File: src/rtl/debouncer_bank.sv
// Multi-channel debouncer: per-channel synchroniser, stability filter with
// registered rise/fall pulses, and an optional long-press detector.
module debouncer_bank #(
    parameter int           N             = 4,
    parameter int           STABLE_CYCLES = 1_000_000,
    parameter int           SYNC_STAGES   = 2,
    parameter int           LONG_CYCLES   = 100_000_000,
    parameter logic [N-1:0] RESET_VALUE   = '0
) (
    input  logic         clock,
    input  logic         reset,
    input  logic [N-1:0] noisy,
    output logic [N-1:0] clean,
    output logic [N-1:0] rise,
    output logic [N-1:0] fall,
    output logic [N-1:0] long_press,
    output logic         any_change
);
    localparam int             CW       = $clog2(STABLE_CYCLES + 1);
    localparam logic [CW-1:0]  CNT_LAST = CW'(STABLE_CYCLES - 1);

    logic [N-1:0] sync_q [SYNC_STAGES];
    logic [N-1:0] s;

    always_ff @(posedge clock) begin
        if (!reset) begin
            for (int k = 0; k < SYNC_STAGES; k++) sync_q[k] <= RESET_VALUE;
        end else begin
            sync_q[0] <= noisy;
            for (int k = 1; k < SYNC_STAGES; k++) sync_q[k] <= sync_q[k-1];
        end
    end

    assign s = sync_q[SYNC_STAGES-1];

    for (genvar i = 0; i < N; i++) begin : g_ch
        logic [CW-1:0] cnt;
        logic          clean_q;
        logic          rise_q;
        logic          fall_q;

        // Only an uninterrupted run of disagreement reaching STABLE_CYCLES flips clean.
        always_ff @(posedge clock) begin
            if (!reset) begin
                cnt     <= '0;
                clean_q <= RESET_VALUE[i];
                rise_q  <= 1'b0;
                fall_q  <= 1'b0;
            end else begin
                rise_q <= 1'b0;
                fall_q <= 1'b0;
                if (s[i] == clean_q) begin
                    cnt <= '0;
                end else if (cnt == CNT_LAST) begin
                    cnt     <= '0;
                    clean_q <= s[i];
                    rise_q  <= s[i];
                    fall_q  <= ~s[i];
                end else begin
                    cnt <= cnt + CW'(1);
                end
            end
        end

        assign clean[i] = clean_q;
        assign rise[i]  = rise_q;
        assign fall[i]  = fall_q;

        if (LONG_CYCLES > 0) begin : g_long
            localparam int            HW       = $clog2(LONG_CYCLES + 1);
            localparam logic [HW-1:0] HOLD_MAX = HW'(LONG_CYCLES);

            logic [HW-1:0] hold;
            logic          lp_q;

            function automatic logic [HW-1:0] hold_inc(input logic [HW-1:0] h);
                return (h == HOLD_MAX) ? h : h + HW'(1);
            endfunction

            // Saturating at HOLD_MAX gives exactly one pulse per press.
            always_ff @(posedge clock) begin
                if (!reset || !clean_q) begin
                    hold <= '0;
                    lp_q <= 1'b0;
                end else begin
                    hold <= hold_inc(hold);
                    lp_q <= (hold == HOLD_MAX - HW'(1));
                end
            end

            assign long_press[i] = lp_q;
        end else begin : g_no_long
            assign long_press[i] = 1'b0;
        end
    end

    assign any_change = |(rise | fall);

endmodule

File: config.mk
export PLATFORM = sky130hd
export DESIGN_NAME = debouncer_bank
export DESIGN_NICKNAME = d
export VERILOG_FILES = /design/src/rtl/debouncer_bank.sv
export SDC_FILE = /design/constraint.sdc
export NUM_CORES = 1
export LEC_CHECK = 0
export CORE_MARGIN = 1.5
export CORE_UTILIZATION = 65
export CTS_CLUSTER_DIAMETER = 60
export CTS_CLUSTER_SIZE = 28
export DETAILED_ROUTE_END_ITERATION = 6
export GPL_TIMING_DRIVEN = 0
export HOLD_SLACK_MARGIN = 0.03
export PLACE_DENSITY = 0.83
export RECOVER_POWER = 25
export SLEW_MARGIN = 20
export SYNTH_ARGS = -nofsm -noshare
export SYNTH_HDL_FRONTEND = slang
export SYNTH_SLANG_ARGS = --single-unit
File: constraint.sdc
create_clock -name clock -period 4.67 [get_ports clock]
set_clock_uncertainty 0.1 [all_clocks]
set_input_delay 0.7005 -clock clock [delete_from_list [all_inputs] [get_ports clock]]
set_output_delay 0.7005 -clock clock [all_outputs]
set_load 0.01 [all_outputs]
Word level (Yosys, flattened, before mapping)
Memory sizes are Yosys's and may differ from the RTL's.
Cells that the tools add are included.
{ "word_totals": {"register_bits": 204, "ram_bits": 8, "in_bits": 6, "output_inout_bits": 17, "word_cells": 91, "memories": 1} }
{ "op_classes": {"n_addsub": 8, "eq_ne": 16, "muxes": 4, "n_bitwise": 16, "reduce_logical": 22} }
{ "memory_table": {"columns": ["name", "depth", "word_bits", "read_ports", "rd_clocked_by_memory_dff", "write_ports", "line_no", "source"], "rows": [
  ["sync_q", 2, 4, 2, 0, 2, "22", "logic [N-1:0] sync_q [SYNC_STAGES];"]
]} }
{ "ops": {"columns": ["op", "n"], "rows": [
  ["equality test 27 bit (second input constant)", 8],
  ["adder 27 x 1 -> 27 bit (second input constant)", 4],
  ["adder 20 x 1 -> 20 bit (second input constant)", 4],
  ["equality test 20 bit (second input constant)", 4],
  ["OR reduction 3 bit", 8],
  ["inverter 1 bit", 13],
  ["two-way mux 4 bit", 2],
  ["AND reduction 2 bit", 4],
  ["zero test 1 bit", 5],
  ["equality test 1 bit", 4],
  ["logical OR 1 bit", 4],
  ["OR 4 bit", 1],
  ["OR reduction 4 bit", 1],
  ["two-way mux 1 bit", 2],
  ["OR 1 bit", 2]
]} }

Longest topological paths before layout
{ "depth": {"word_depth": 3, "mapped_depth": 7, "depth_no_buf": 6} }

Worst setup path before layout
OpenSTA, ideal clock, no wires.
{ "synth_path": {"path_type": "reg2reg", "from": "reg g_ch[3].cnt[13]", "to": "reg g_ch[3].cnt[11]", "setup_ps": 115, "arrival_ps": 1552, "slack_ps": 2903, "path_stages_with_launch": 7, "path_buffers": 1, "period_less_slack_ps": 1767, "cell_sequence": "dfxtp_1 > or4b_1 > nor4_1 > nand4_1 > nand3_2 > buf_6 > nor2_1"} }
{ "synth_via": {"elab_chain_cells": 2} }
{ "synth_rtl": {"columns": ["item", "line_no", "source"], "rows": [
  ["from (decl)", "37", "logic [CW-1:0] cnt;"],
  ["from (signal assigned)", "60", "cnt <= cnt + CW'(1);"],
  ["equality test 20 bit", "54", "end else if (cnt == CNT_LAST) begin"],
  ["OR reduction 3 bit (no line)", null, null]
]} }
No other way between the ends.
A chain may end at the register's enable or synchronous reset.

Worst setup path in the final report
{ "layout_path": {"from": "reg g_ch[2].fall_q", "to": "out any_change"} }
{ "layout_via": {"elab_chain_cells": 2} }
{ "layout_rtl": {"columns": ["item", "line_no", "source"], "rows": [
  ["from (decl)", "40", "logic fall_q;"],
  ["from (signal assigned)", "58", "fall_q <= ~s[i];"],
  ["OR 4 bit", "97", "assign any_change = |(rise | fall);"],
  ["OR reduction 4 bit", "97", null],
  ["to (decl)", "17", "output logic any_change"]
]} }
No other way between the ends.

==> flow_metrics.py <==
metrics = {
    "pwr": {
        "p_comb_frac": 0.007,
        "intPower_mw": 2.48,
        "peakVddDrop_v": 0.000381,
        "p_per_area_nw_per_um2": 308,
        "p_clk_frac": 0.420,
        "p_leak_nw": 3.26,
        "p_switching_mw": 0.684,
        "swShare": 0.216,
        "seqPwrFrac": 0.573,
    },
    "clock_tree": {
        "tritoncts": "built",
        "clkLatencyLatePin_ns": 0.49,
        "post_cts_buffers": 0,
        "ctsHoldBuffers": 0,
        "cts_root_buffer": "clkbuf_16",
        "htree_levels": 1,
        "path_clk_slew_ns": 0.11,
        "cts_sinks": 212,
        "clk_path_buf_depth": 3,
        "cts_made_buffers": 15,
        "cts_resized": 0,
    },
    "sta": {
        "slew_headroom": 0.163,
        "tns_ns": 0,
        "hold_ws_ns": 0.346,
        "max_slew.worst_pin.slew_ns": 1.24,
        "setup_violations": 0,
        "clock.fmax_ghz": 0.377,
        "finalHoldViolCount": 0,
        "final_max_slew_viol_count": 0,
        "period_share": 0.568,
        "post-route-min-period_ns": 2.65,
        "grt_setup_unrepaired": "false",
    },
    "cells_and_area": {
        "finalNonFillerCells": 1293,
        "area_growth_pct": 9.59,
        "drive_gt1_frac": 0.0548,
        "insertedDiodeCount": 0,
        "layout.nets": 1123,
    },
    "global_routing": {
        "grt-ovfl-total": 0,
        "groute.usage.overall": 0.239,
        "grt_max_degree": 29,
        "grt_pass1_vias": 6843,
        "grt_pass1_wl_um": 30200,
        "antenna_found_initial": 0,
    },
    "logic_synthesis": {
        "synth_edf_count": 0,
        "yosys.cell_types.count": 44,
        "yosys.area.top_type": "dfxtp_1",
        "synth.net_count": 1084,
        "netlist.area_leader.share": 0.453,
        "async_reset_ff_frac": 0,
        "yosys_warnings": 0,
        "ys_ff_latch": 212,
        "postSynthAreaPerCell_um2": 8.79,
        "syn_inst": 1066,
        "yosys-top-cells-area": "dfxtp_1 (45%), xor2_1 (8.9%), nor2_1 (8.0%)",
        "seq_area_frac_synth": 0.453,
        "ys.flop_type": "dfxtp_1",
        "synth_area_um2": 9370,
    },
    "hold_path": {
        "worstHoldPathCells": 1,
        "hp-class": "flop to flop",
    },
    "placement": {
        "io_buffers": 22,
        "dp_cells": 1268,
        "place_hpwl_um": 11900,
        "place_congestion": 0.860,
    },
    "critical_path": {
        "worst_ep_required_time_ns": 3.87,
        "critical_path_class": "flop to output pin",
        "cp_data_arrival_time_ns": 1.85,
        "critPathMaxStageDelay_ns": 0.50,
        "endpoint_kind": "output pin",
        "crit_path_start_kind": "flop",
        "critical_path.slowest_cell": "clkdlybuf4s50_1",
        "path_max_fanout": 2,
        "path_cells": "nor4_1 > nand2_1 > clkdlybuf4s50_1",
        "r2r_cells": 5,
    },
    "route": {
        "drc_errors": 0,
        "wl_per_cell_um": 13.4,
        "num_vias": 7130,
        "drt-vias-per-instance": 5.51,
        "routed_wl_um": 17300,
        "dr.first_iter.drc_count": 408,
        "final_antenna_net_count": 0,
        "dr.pass1.iters": 4,
    },
    "floorplan": {
        "io_pins": 23,
        "fp-row-count": 43,
        "dieArea_um2": 15100,
        "start_util": 0.670,
        "dieWidth_um": 123,
        "core-area_um2": 14000,
        "die_h_um": 123,
    },
    "outcome": {
        "status": "finished, final reports clean",
    },
    "run": {
        "maxCapViolations": 0,
    },
}
[Yosys cell counts, types with 3 or more instances]
master      n
and3_1     23
or3_1      18
and2_1     12
ha_1       12
nor4_4      4
o211ai_1    4
nor3b_1     5
clkbuf_1   21
nand3_1    79
nor3_1     37
nor4b_1     8
xor2_1     95
mux2i_1     5
inv_1      27
or4_1       4
nand4_1    44
nand2_1    74
nand2b_1    3
a21oi_1    14
dfxtp_1   212
buf_4      17
buf_2       4
nor2_1    200
xnor2_1    66
and4_1     19
nor4_1     20
o21ai_0    14
[metrics by stage]
stage	util	instance area, um2	worst slack, ns	power, mW
6_report	0.734	10300	2.02	3.16
2_1_floorplan	-	9370	2.90	1.87
3_3_place_gp	0.702	9810	2.03	1.88
3_5_place_dp	0.702	9810	2.00	1.88
4_1_cts	0.737	10300	2.00	3.19
5_1_grt	0.734	10300	1.86	3.26
[final cells by class]
type                            instances  area, um2
Buffer                                 45        254
Sequential cell                       212       4240
Clock buffer                           18        407
Multi-Input combinational cell        782       4730
Timing Repair Buffer                   22        220
Clock inverter                          7       87.6
Fill cell                            1063       3720
Tap cell                              180        225
Inverter                               27        101
[layout by cell type, fill, tap and decap left out, types with 3 or more instances in the layout]
cell / n
buf_2: 4
and4_1: 19
nor4b_1: 8
and2_1: 12
clkdlybuf4s50_1: 21
nor3b_1: 5
nor3_1: 37
nand3_1: 80
nor4_1: 22
or3_1: 18
nand2b_1: 3
or4_1: 4
clkbuf_16: 15
o21ai_0: 14
ha_1: 12
xor2_1: 95
nand4_1: 45
and3_1: 23
clkbuf_1: 22
o211ai_1: 4
inv_1: 27
a21oi_1: 14
dfxtp_1: 212
buf_4: 17
nand2_1: 74
nor2_1: 200
mux2i_1: 5
xnor2_1: 66
[registers in the layout, summed over array words and instances (netlist names)]
signal / cells
g_ch.g_long.hold: 108
g_ch.rise_q: 4
g_ch.fall_q: 4
sync_q: 8
g_ch.clean_q: 4
g_ch.g_long.lp_q: 4
g_ch.cnt: 80
[power by group through the flow]
stage | Combinational [mW] | Clock [mW] | Sequential [mW]
finish | 0.0210 | 1.33 | 1.81
global route | 0.0235 | 1.42 | 1.81
CTS | 0.0214 | 1.36 | 1.81
detailed placement | 0.0213 | 0 | 1.86
global placement | 0.0208 | 0 | 1.86
floorplan | 0.0119 | 0 | 1.85
[final timing paths]
path / startpoint / end / slack [ns]
worst max-delay path: g_ch[2].fall_q$_SDFF_PP0_ / any_change / 2.02
worst min-delay path: sync_q[0][3]$_SDFF_PN0_ / sync_q[0][7]$_SDFF_PN0_ / 0.35
worst max register to register: g_ch[0].g_long.hold[2]$_SDFFE_PP0P_ / g_ch[0].g_long.hold[23]$_SDFFE_PP0P_ / 2.20
worst min register to register: sync_q[0][3]$_SDFF_PN0_ / sync_q[0][7]$_SDFF_PN0_ / 0.35
[worst max-delay path, delay by kind of cell, from the launching register on]
family                 cells  cell delay [ns]
DFF                        1             0.35
and+or+nand+nor            2             0.50
buffers and inverters      1             0.50
[cell families (layout without fill, tap and decap cells)]
| group | after synthesis | count (layout) | synth area share |
|---|---|---|---|
| AND/OR/NAND/NOR | 571 | 571 | 0.318 |
| buffers and inverters | 72 | 119 | 0.0379 |
| multiplexers | 5 | 5 | 0.00534 |
| XOR/XNOR | 161 | 161 | 0.151 |
| AO/OA/AOI/OAI | 33 | 33 | 0.0190 |
| flip-flops | 212 | 212 | 0.453 |
| adder cells (fa/ha/maj) | 12 | 12 | 0.0160 |
[metal layers]
metal,wire length [um],global-route usage,part of all wire
met1,8390,0.312,0.49
met2,8040,0.413,0.47
met3,419,0.0341,0.024
met4,424,0.0668,0.025
met5,0,0,0
(Power assumes the default switching activity.)
